### config.mk
export PLATFORM = sky130hd
export DESIGN_NAME = diff_amp_cal_ctrl
export DESIGN_NICKNAME = d
export VERILOG_FILES = /design/src/rtl/diff_amp_cal_ctrl.sv
export SDC_FILE = /design/constraint.sdc
export NUM_CORES = 1
export LEC_CHECK = 0
export ABC_AREA = 1
export BUFFER_PORTS_ARGS = -buffer_cell sky130_fd_sc_hd__buf_2
export CAP_MARGIN = 10
export CORE_MARGIN = 1
export CORE_UTILIZATION = 66
export CTS_BUF_LIST = sky130_fd_sc_hd__clkbuf_8
export CTS_CLUSTER_DIAMETER = 200
export CTS_CLUSTER_SIZE = 30
export DETAILED_ROUTE_END_ITERATION = 12
export HOLD_SLACK_MARGIN = 0.1
export PLACE_DENSITY = 0.87
export SETUP_SLACK_MARGIN = 0.5
export SLEW_MARGIN = 20
export SYNTH_ARGS = -nofsm -noshare
export SYNTH_HDL_FRONTEND = slang
export SYNTH_SLANG_ARGS = --single-unit
### constraint.sdc
create_clock -name clk -period 2.9 [get_ports clk]
set_clock_uncertainty 0.1 [all_clocks]
set_input_delay 0.435 -clock clk [delete_from_list [all_inputs] [get_ports clk]]
set_output_delay 0.435 -clock clk [all_outputs]
set_load 0.01 [all_outputs]
### src/rtl/diff_amp_cal_ctrl.sv
// Offset-calibration sequencer: shorts the amp inputs, runs a SAR search over the trim code
// using a synchronized comparator, then releases the short and holds the result.
module diff_amp_cal_ctrl #(
  parameter int unsigned TRIM_W   = 6,
  parameter int unsigned SETTLE_W = 8
) (
  input  logic                clk,
  input  logic                rst,
  input  logic                start,
  input  logic                abort,
  input  logic [SETTLE_W-1:0] settle_cycles,
  input  logic                cmp_in,
  output logic                cal_short,
  output logic [TRIM_W-1:0]   trim_code,
  output logic                busy,
  output logic                done,
  output logic                cal_fail
);

  localparam int unsigned IDX_W = (TRIM_W > 1) ? $clog2(TRIM_W) : 1;
  localparam logic [TRIM_W-1:0] MIDSCALE = {1'b1, {(TRIM_W-1){1'b0}}};
  localparam logic [IDX_W-1:0]  IDX_TOP  = IDX_W'(TRIM_W - 1);

  localparam logic [1:0] ST_IDLE   = 2'd0;
  localparam logic [1:0] ST_SETTLE = 2'd1;
  localparam logic [1:0] ST_TRIAL  = 2'd2;
  localparam logic [1:0] ST_DONE   = 2'd3;

  logic [1:0]          state_q, state_d;
  logic [SETTLE_W-1:0] cnt_q, cnt_d;
  logic [SETTLE_W-1:0] reload_q, reload_d;
  logic [IDX_W-1:0]    idx_q, idx_d;
  logic [TRIM_W-1:0]   trim_q, trim_d;
  logic [TRIM_W-1:0]   backup_q, backup_d;
  logic                busy_q, busy_d;
  logic                short_q, short_d;
  logic                done_q, done_d;
  logic                fail_q, fail_d;
  logic                cmp_meta_q, cmp_s_q;
  logic [SETTLE_W-1:0] reload_in;

  // Per-step counter reload is S-1 with S = max(settle_cycles, 1).
  assign reload_in = (settle_cycles == '0) ? '0 : settle_cycles - SETTLE_W'(1);

  always_comb begin
    state_d  = state_q;
    cnt_d    = cnt_q;
    reload_d = reload_q;
    idx_d    = idx_q;
    trim_d   = trim_q;
    backup_d = backup_q;
    busy_d   = busy_q;
    short_d  = short_q;
    done_d   = done_q;
    fail_d   = fail_q;

    case (state_q)
      ST_IDLE: begin
        if (start && !abort) begin
          backup_d = trim_q;
          trim_d   = MIDSCALE;
          done_d   = 1'b0;
          fail_d   = 1'b0;
          busy_d   = 1'b1;
          short_d  = 1'b1;
          reload_d = reload_in;
          cnt_d    = reload_in;
          state_d  = ST_SETTLE;
        end
      end
      ST_SETTLE, ST_TRIAL: begin
        if (abort) begin
          trim_d  = backup_q;
          busy_d  = 1'b0;
          short_d = 1'b0;
          done_d  = 1'b0;
          fail_d  = 1'b0;
          state_d = ST_IDLE;
        end else if (cnt_q != '0) begin
          cnt_d = cnt_q - SETTLE_W'(1);
        end else if (state_q == ST_SETTLE) begin
          cnt_d   = reload_q;
          idx_d   = IDX_TOP;
          state_d = ST_TRIAL;
        end else begin
          // Comparator high means the trial code overshoots: drop the bit under test.
          if (cmp_s_q) trim_d[idx_q] = 1'b0;
          if (idx_q != '0) begin
            idx_d                      = idx_q - IDX_W'(1);
            trim_d[idx_q - IDX_W'(1)]  = 1'b1;
            cnt_d                      = reload_q;
          end else begin
            state_d = ST_DONE;
          end
        end
      end
      ST_DONE: begin
        busy_d  = 1'b0;
        short_d = 1'b0;
        done_d  = 1'b1;
        fail_d  = (trim_q == '0) || (trim_q == '1);
        state_d = ST_IDLE;
      end
      default: state_d = ST_IDLE;
    endcase
  end

  always_ff @(posedge clk or posedge rst) begin
    if (rst) begin
      state_q    <= ST_IDLE;
      cnt_q      <= '0;
      reload_q   <= '0;
      idx_q      <= IDX_TOP;
      trim_q     <= MIDSCALE;
      backup_q   <= MIDSCALE;
      busy_q     <= 1'b0;
      short_q    <= 1'b0;
      done_q     <= 1'b0;
      fail_q     <= 1'b0;
      cmp_meta_q <= 1'b0;
      cmp_s_q    <= 1'b0;
    end else begin
      state_q    <= state_d;
      cnt_q      <= cnt_d;
      reload_q   <= reload_d;
      idx_q      <= idx_d;
      trim_q     <= trim_d;
      backup_q   <= backup_d;
      busy_q     <= busy_d;
      short_q    <= short_d;
      done_q     <= done_d;
      fail_q     <= fail_d;
      cmp_meta_q <= cmp_in;
      cmp_s_q    <= cmp_meta_q;
    end
  end

  assign cal_short = short_q;
  assign trim_code = trim_q;
  assign busy      = busy_q;
  assign done      = done_q;
  assign cal_fail  = fail_q;

endmodule
# After elaboration in Yosys (flattened, before gate mapping)
# Cells that the tools add are included.
dict set report op_classes {
  reduce_logical 19
  mux 36
  n_eq_ne 11
  bitwise 5
  n_lt_le_gt_ge 4
  add_sub_neg 3
}
# op n
set ops {}
lappend ops {{two-way mux 6 bit} 10}
lappend ops {{two-way mux 8 bit} 6}
lappend ops {{case mux 8 bit (2 select lines)} 1}
lappend ops {{subtractor 8 x 1 -> 8 bit (second input constant)} 2}
lappend ops {{case mux 6 bit (2 select lines)} 1}
lappend ops {{AND reduction 4 bit} 3}
lappend ops {{two-way mux 2 bit} 5}
lappend ops {{case mux 1 bit (3 select lines)} 3}
lappend ops {{logical NOT 8 bit} 1}
lappend ops {{< comparator 3 x 4 -> 1 bit (second input constant)} 2}
lappend ops {{inequality test 4 bit (second input constant)} 2}
lappend ops {{nonzero test 8 bit} 1}
lappend ops {{AND 6 bit} 1}
lappend ops {{demux 1 bit (select 3 bit)} 2}
lappend ops {{== test 6 bit (second input constant)} 1}
lappend ops {{greater-or-equal comparator 3 x 1 -> 1 bit (second input constant)} 2}
lappend ops {{logical NOT 6 bit} 1}
lappend ops {{two-way mux 3 bit} 2}
lappend ops {{inequality test 2 bit (second input constant)} 3}
lappend ops {{inequality test 3 bit (second input constant)} 2}
lappend ops {{NOT 6 bit} 1}
lappend ops {{OR 6 bit} 1}
lappend ops {{case mux 2 bit (3 select lines)} 1}
lappend ops {{two-way mux 1 bit} 5}
lappend ops {{other kinds (13)} 19}
dict set report word_totals {
  inputBits 13
  reg_bits 38
  elab_cells 89
  out_inout_bits 10
}

# Depth between registers and ports, before layout
dict set report logic_depth {
  word_depth 17
  depth_mapped 11
  depth_no_buf 11
}

# Least setup slack after synthesis
# No wires, ideal clock.
dict set report synth_timing {
  kind {reg-to-reg}
  start {register idx_q[0]}
  end {register trim_q[3], in the netlist trim_code[3]}
  path_buffers 0
  arrival_time_ns 1.758
  period_less_slack_ns 1.923
  setup_slack_ns 0.977
  t_required_ns 2.735
  path_stages_with_launch 11
  path_cell_list {dfstp_2 -> inv_1 -> ha_1 -> ha_1 -> inv_1 -> or2_2 -> o21ai_0 -> nand2_1 -> o21ai_0 -> nand2_1 -> nand2_1}
}
dict set report synth_between {
  elab_chain_len 17
  elab_cells_between_ends 25
  classes_between {add/sub: 1; order compare: 4; mux: 14; bitwise: 3; reduce/logical: 3}
}
# element line_no
set synth_lines {}
lappend synth_lines {{from (decl)} 32} ;# logic [IDX_W-1:0] idx_q, idx_d;
lappend synth_lines {{from (signal assigned)} 126} ;# idx_q <= idx_d;
lappend synth_lines {{< comparator 3 x 4 -> 1 bit (not written as such) or greater-or-equal comparator 3 x 1 -> 1 bit (tied branches)} 87} ;# if (cmp_s_q) trim_d[idx_q] = 1'b0;
lappend synth_lines {{logical AND 1 bit (not written as such)} 87}
lappend synth_lines {{two-way mux 1 bit (not written as such)} 87}
lappend synth_lines {{demux 1 bit (select 3 bit)} 87}
lappend synth_lines {{NOT 6 bit (no source line)} n/a}
lappend synth_lines {{AND 6 bit (no source line)} n/a}
lappend synth_lines {{two-way mux 6 bit} 87}
lappend synth_lines {{two-way mux 6 bit} 81} ;# end else if (state_q == ST_SETTLE) begin
lappend synth_lines {{two-way mux 6 bit} 79} ;# end else if (cnt_q != '0) begin
lappend synth_lines {{two-way mux 6 bit} 72} ;# if (abort) begin
lappend synth_lines {{two-way mux 6 bit} 57} ;# case (state_q)
lappend synth_lines {{OR 6 bit (no source line)} n/a}
lappend synth_lines {{two-way mux 6 bit *} 88} ;# if (idx_q != '0) begin
lappend synth_lines {{two-way mux 6 bit *} 81}
lappend synth_lines {{two-way mux 6 bit *} 79}
lappend synth_lines {{two-way mux 6 bit *} 72}
lappend synth_lines {{case mux 6 bit (2 select lines) *} 57}
lappend synth_lines {{to (signal assigned)} 127} ;# trim_q <= trim_d;
lappend synth_lines {{to (decl)} 33} ;# logic [TRIM_W-1:0] trim_q, trim_d;
# Mark *: on every way between the ends. The rest lies on a longest branch, timed or not. The select of a mux whose other input is x is not followed.
# A chain may end at the register's enable or synchronous reset.

# Worst setup path after layout
dict set report layout_timing {
  start {register state_q[0]}
  end {register trim_q[2], in the netlist trim_code[2]}
}
dict set report layout_between {
  elab_chain_len 4
  elab_cells_between_ends 10
  classes_between {eq/ne: 5; mux: 1; reduce/logical: 4}
}
# element line_no
set layout_lines {}
lappend layout_lines {{from (decl)} 29} ;# logic [1:0] state_q, state_d;
lappend layout_lines {{from (signal assigned)} 123} ;# state_q <= state_d;
lappend layout_lines {{== test 2 x 1 -> 1 bit or == test 2 bit (tied branches)} {57, 81}}
lappend layout_lines {{OR reduction 2 bit} 57}
lappend layout_lines {{inequality test 3 bit (no source line) or nonzero test 2 bit (tied branches)} n/a}
lappend layout_lines {{AND reduction 4 bit (no source line)} n/a}
# Parallel ways exist; a longest one is shown, timed or not.

==> results.cfg <==
[outcome]
status = complete, no violations

[final_layout]
layout-drive-gt1-share_pct = 16.5
layout.nets = 393
area_delta_synth_final_pct = 11.0
finish.instance_area_sq_mm = 0.00276
fillers = 267
final_util_pct = 79.7
diodes = 0
mostFrequentLayoutCells = nand2_1, inv_1, o21ai_0
final_common_cell = nand2_1

[setup_path]
arrival_ns = 2.33
path_cells = inv_1, ha_1, clkinvlp_4, nand2_1, nand2_4, nor2_8, inv_2, nand2_1, nand2_1
cpLargestDelayFamily = simple AND/OR/NAND/NOR gates
crit_type = flip-flop to flip-flop
regToRegEndpoint = trim_code[2]
crit_cells = 9
worst_path_largest_cell_delay_ns = 0.52
worstRegToRegCells = 9
critPathCaptureType = flip-flop
crit_end = trim_code[2]
critPathBufInv = 3
rrSetupSlack_ns = 0.66
slowest_stage = ha_1
critPathLaunchType = flip-flop
required_ns = 2.99
r2r-start = state_q[0]
critPathMaxFanout = 14
crit_top_cell = nand2_1
cp-startpoint = state_q[0]

[timing]
setup_violations = 0
rsz0062_at_grt = false
worst_pin_slew_ns = 0.612
max_freq_ghz = 0.447
maxSlewViolCount = 0
period_needed_ns = 2.24
min_period_over_period_pct = 77.2
relSlewSlack_pct = 59.1
hold_viol = 0
totalNegativeSetupSlack_ns = 0

[grt]
grt.total_usage_pct = 29.9
grt_max_degree = 23
antenna_found_initial = 0
grt_pass1_wl_mm = 9.30
overflow = 0
grt_pass1_vias = 2146

[placement]
dp_hpwl_mm = 4.17
place_congestion = 0.893
place_area_sq_mm = 0.00265
portBuffers = 22

[power]
vdd_ir_drop_max_mv = 0.647
switching_power_mw = 1.50
switching_share_pct = 48.2
leakage_nw = 1.48
combPwrFrac_pct = 54.5
intPower_mw = 1.62
seqPwrFrac_pct = 31.0
power_frac_clock_pct = 14.5
powerDensity_mw_per_mm2 = 1130

[route]
wl_per_cell_microns = 12.9
routed_wl_mm = 5.36
postRouteAntennaNets = 0
firstDrtPassIters = 5
vias = 2288
dr.first_iter.drc_count = 225
viasPerCell = 5.50
drc = 0

[cts]
cts_tree = done
cts_made_buffers = 5
clk_latency_ns = 0.29
ctsHoldBuffers = 0
clkTransAtPathRegs_ns = 0.08
cts_root_buf = clkbuf_8
h-tree-depth = 2
clkSinkCount = 38
clockBufferDepth = 2
postCtsSetupBuffers = 0

[floorplan]
start_util_pct = 71.8
pin_count = 23
rows = 21
die_height_microns = 63.4
dieArea_sq_mm = 0.00402
coreArea_sq_mm = 0.00347
die_x_microns = 63.4

[logic_synthesis]
yosys_warnings = 0
netlist_instances = 343
avgSynthCellArea_sq_um = 7.26
synth_top_area_share_pct = 34.2
synth_seq_area_share_pct = 38.4
netlist_area_sq_mm = 0.00249
yosysTopAreaCell = dfrtp_1
ys_seq_elements = 38
syn-num-nets = 367
netlist_top_cells_area = dfrtp_1, nand2_1, inv_1, o21ai_0, ha_1
ys_types = 32

[flow_run]
maxCapViolCount = 0

[min_path]
hold_path_class = primary input to asynchronous set/reset pin
registers in the layout, summed over array words and instances, names as in the netlist:
name	cells
backup_q	6
cal_fail	1
cal_short	1
cmp_meta_q	1
cmp_s_q	1
cnt_q	8
done	1
idx_q	3
reload_q	8
state_q	2
trim_code	6
synth_stat cells, drive strengths merged:
master and number:
a21oi 6, or2 1, nand3 25, o211ai 2, nor2 26, ha 11
a22oi 1, nand4 10, xor2 2, o21ai 43, nor3 2, o21a 1
dfstp 4, clkbuf 1, o22ai 2, buf 4, nand2 111, nand3b 1
inv 55, o31ai 1, dfrtp 34
kinds of logic (layout without fill, tap and decap cells):
logic type / Yosys count / in the layout / synth area share [%]
and+or+nand+nor: 176 / 176 / 32.7
adders and majority gates: 11 / 11 / 5.53
buffers and inverters: 60 / 87 / 9.50
xor gates and xnor gates: 2 / 2 / 0.704
AOI/OAI and AO/OA: 56 / 56 / 13.2
DFF: 38 / 38 / 38.4
how the worst min path moves through the flow:
| stage | end | slack (ns) | cells after the start |
|---|---|---|---|
| after global routing | cmp_meta_q | 0.13 | 1 |
| after detailed placement | cmp_s_q | 0.24 | 0 |
| after floorplan | cmp_s_q | 0.23 | 0 |
| after global placement | cmp_s_q | 0.23 | 0 |
| final | trim_code[2] | 0.10 | 2 |
| after CTS | trim_code[3] | 0.12 | 2 |
per-layer routing:
layer,GRT usage [%],share of wire (%),up-vias
met4,12.2,1.9,0
met3,5.80,5.4,12
met2,45.2,45,86
met1,42.0,48,1045
met5,0,0,-
li1,-,-,1145
power groups by stage:
stage / registers [mW] / logic, mW / clock network [mW]
5_1_grt: 0.991 / 1.92 / 0.474
3_5_place_dp: 0.968 / 1.66 / 0
2_1_floorplan: 0.943 / 1.28 / 0
3_3_place_gp: 0.960 / 1.61 / 0
4_1_cts: 0.961 / 1.67 / 0.454
6_report: 0.965 / 1.70 / 0.452
metrics by stage:
stage               hold WS (ns)  std cells  power, mW  setup slack (ns)
finish                     0.101        416       3.12             0.662
global route               0.132        416       3.39             0.493
CTS                        0.119        416       3.08             0.686
detailed placement         0.240        408       2.62             0.705
global placement           0.234        408       2.57             0.823
floorplan                  0.231        343       2.23             0.977
area by class of cell:
cell class	count	area, sq um	area share (%)
flip-flops and latches	38	956	34.6
well taps	46	57.6	2.08
repair buffers	24	125	4.53
clock buffers	5	68.8	2.49
multi-input cells	245	1300	47.0
clock inverters	3	45.0	1.63
inverters	55	213	7.70
timing repair:
action / in CTS / in global routing
setup endpoints to repair: 0 / 1
endpoints found under the hold margin: 0 / 0
resized for setup: 0 / 1
No activity file was read; power rests on OpenSTA's default activity.
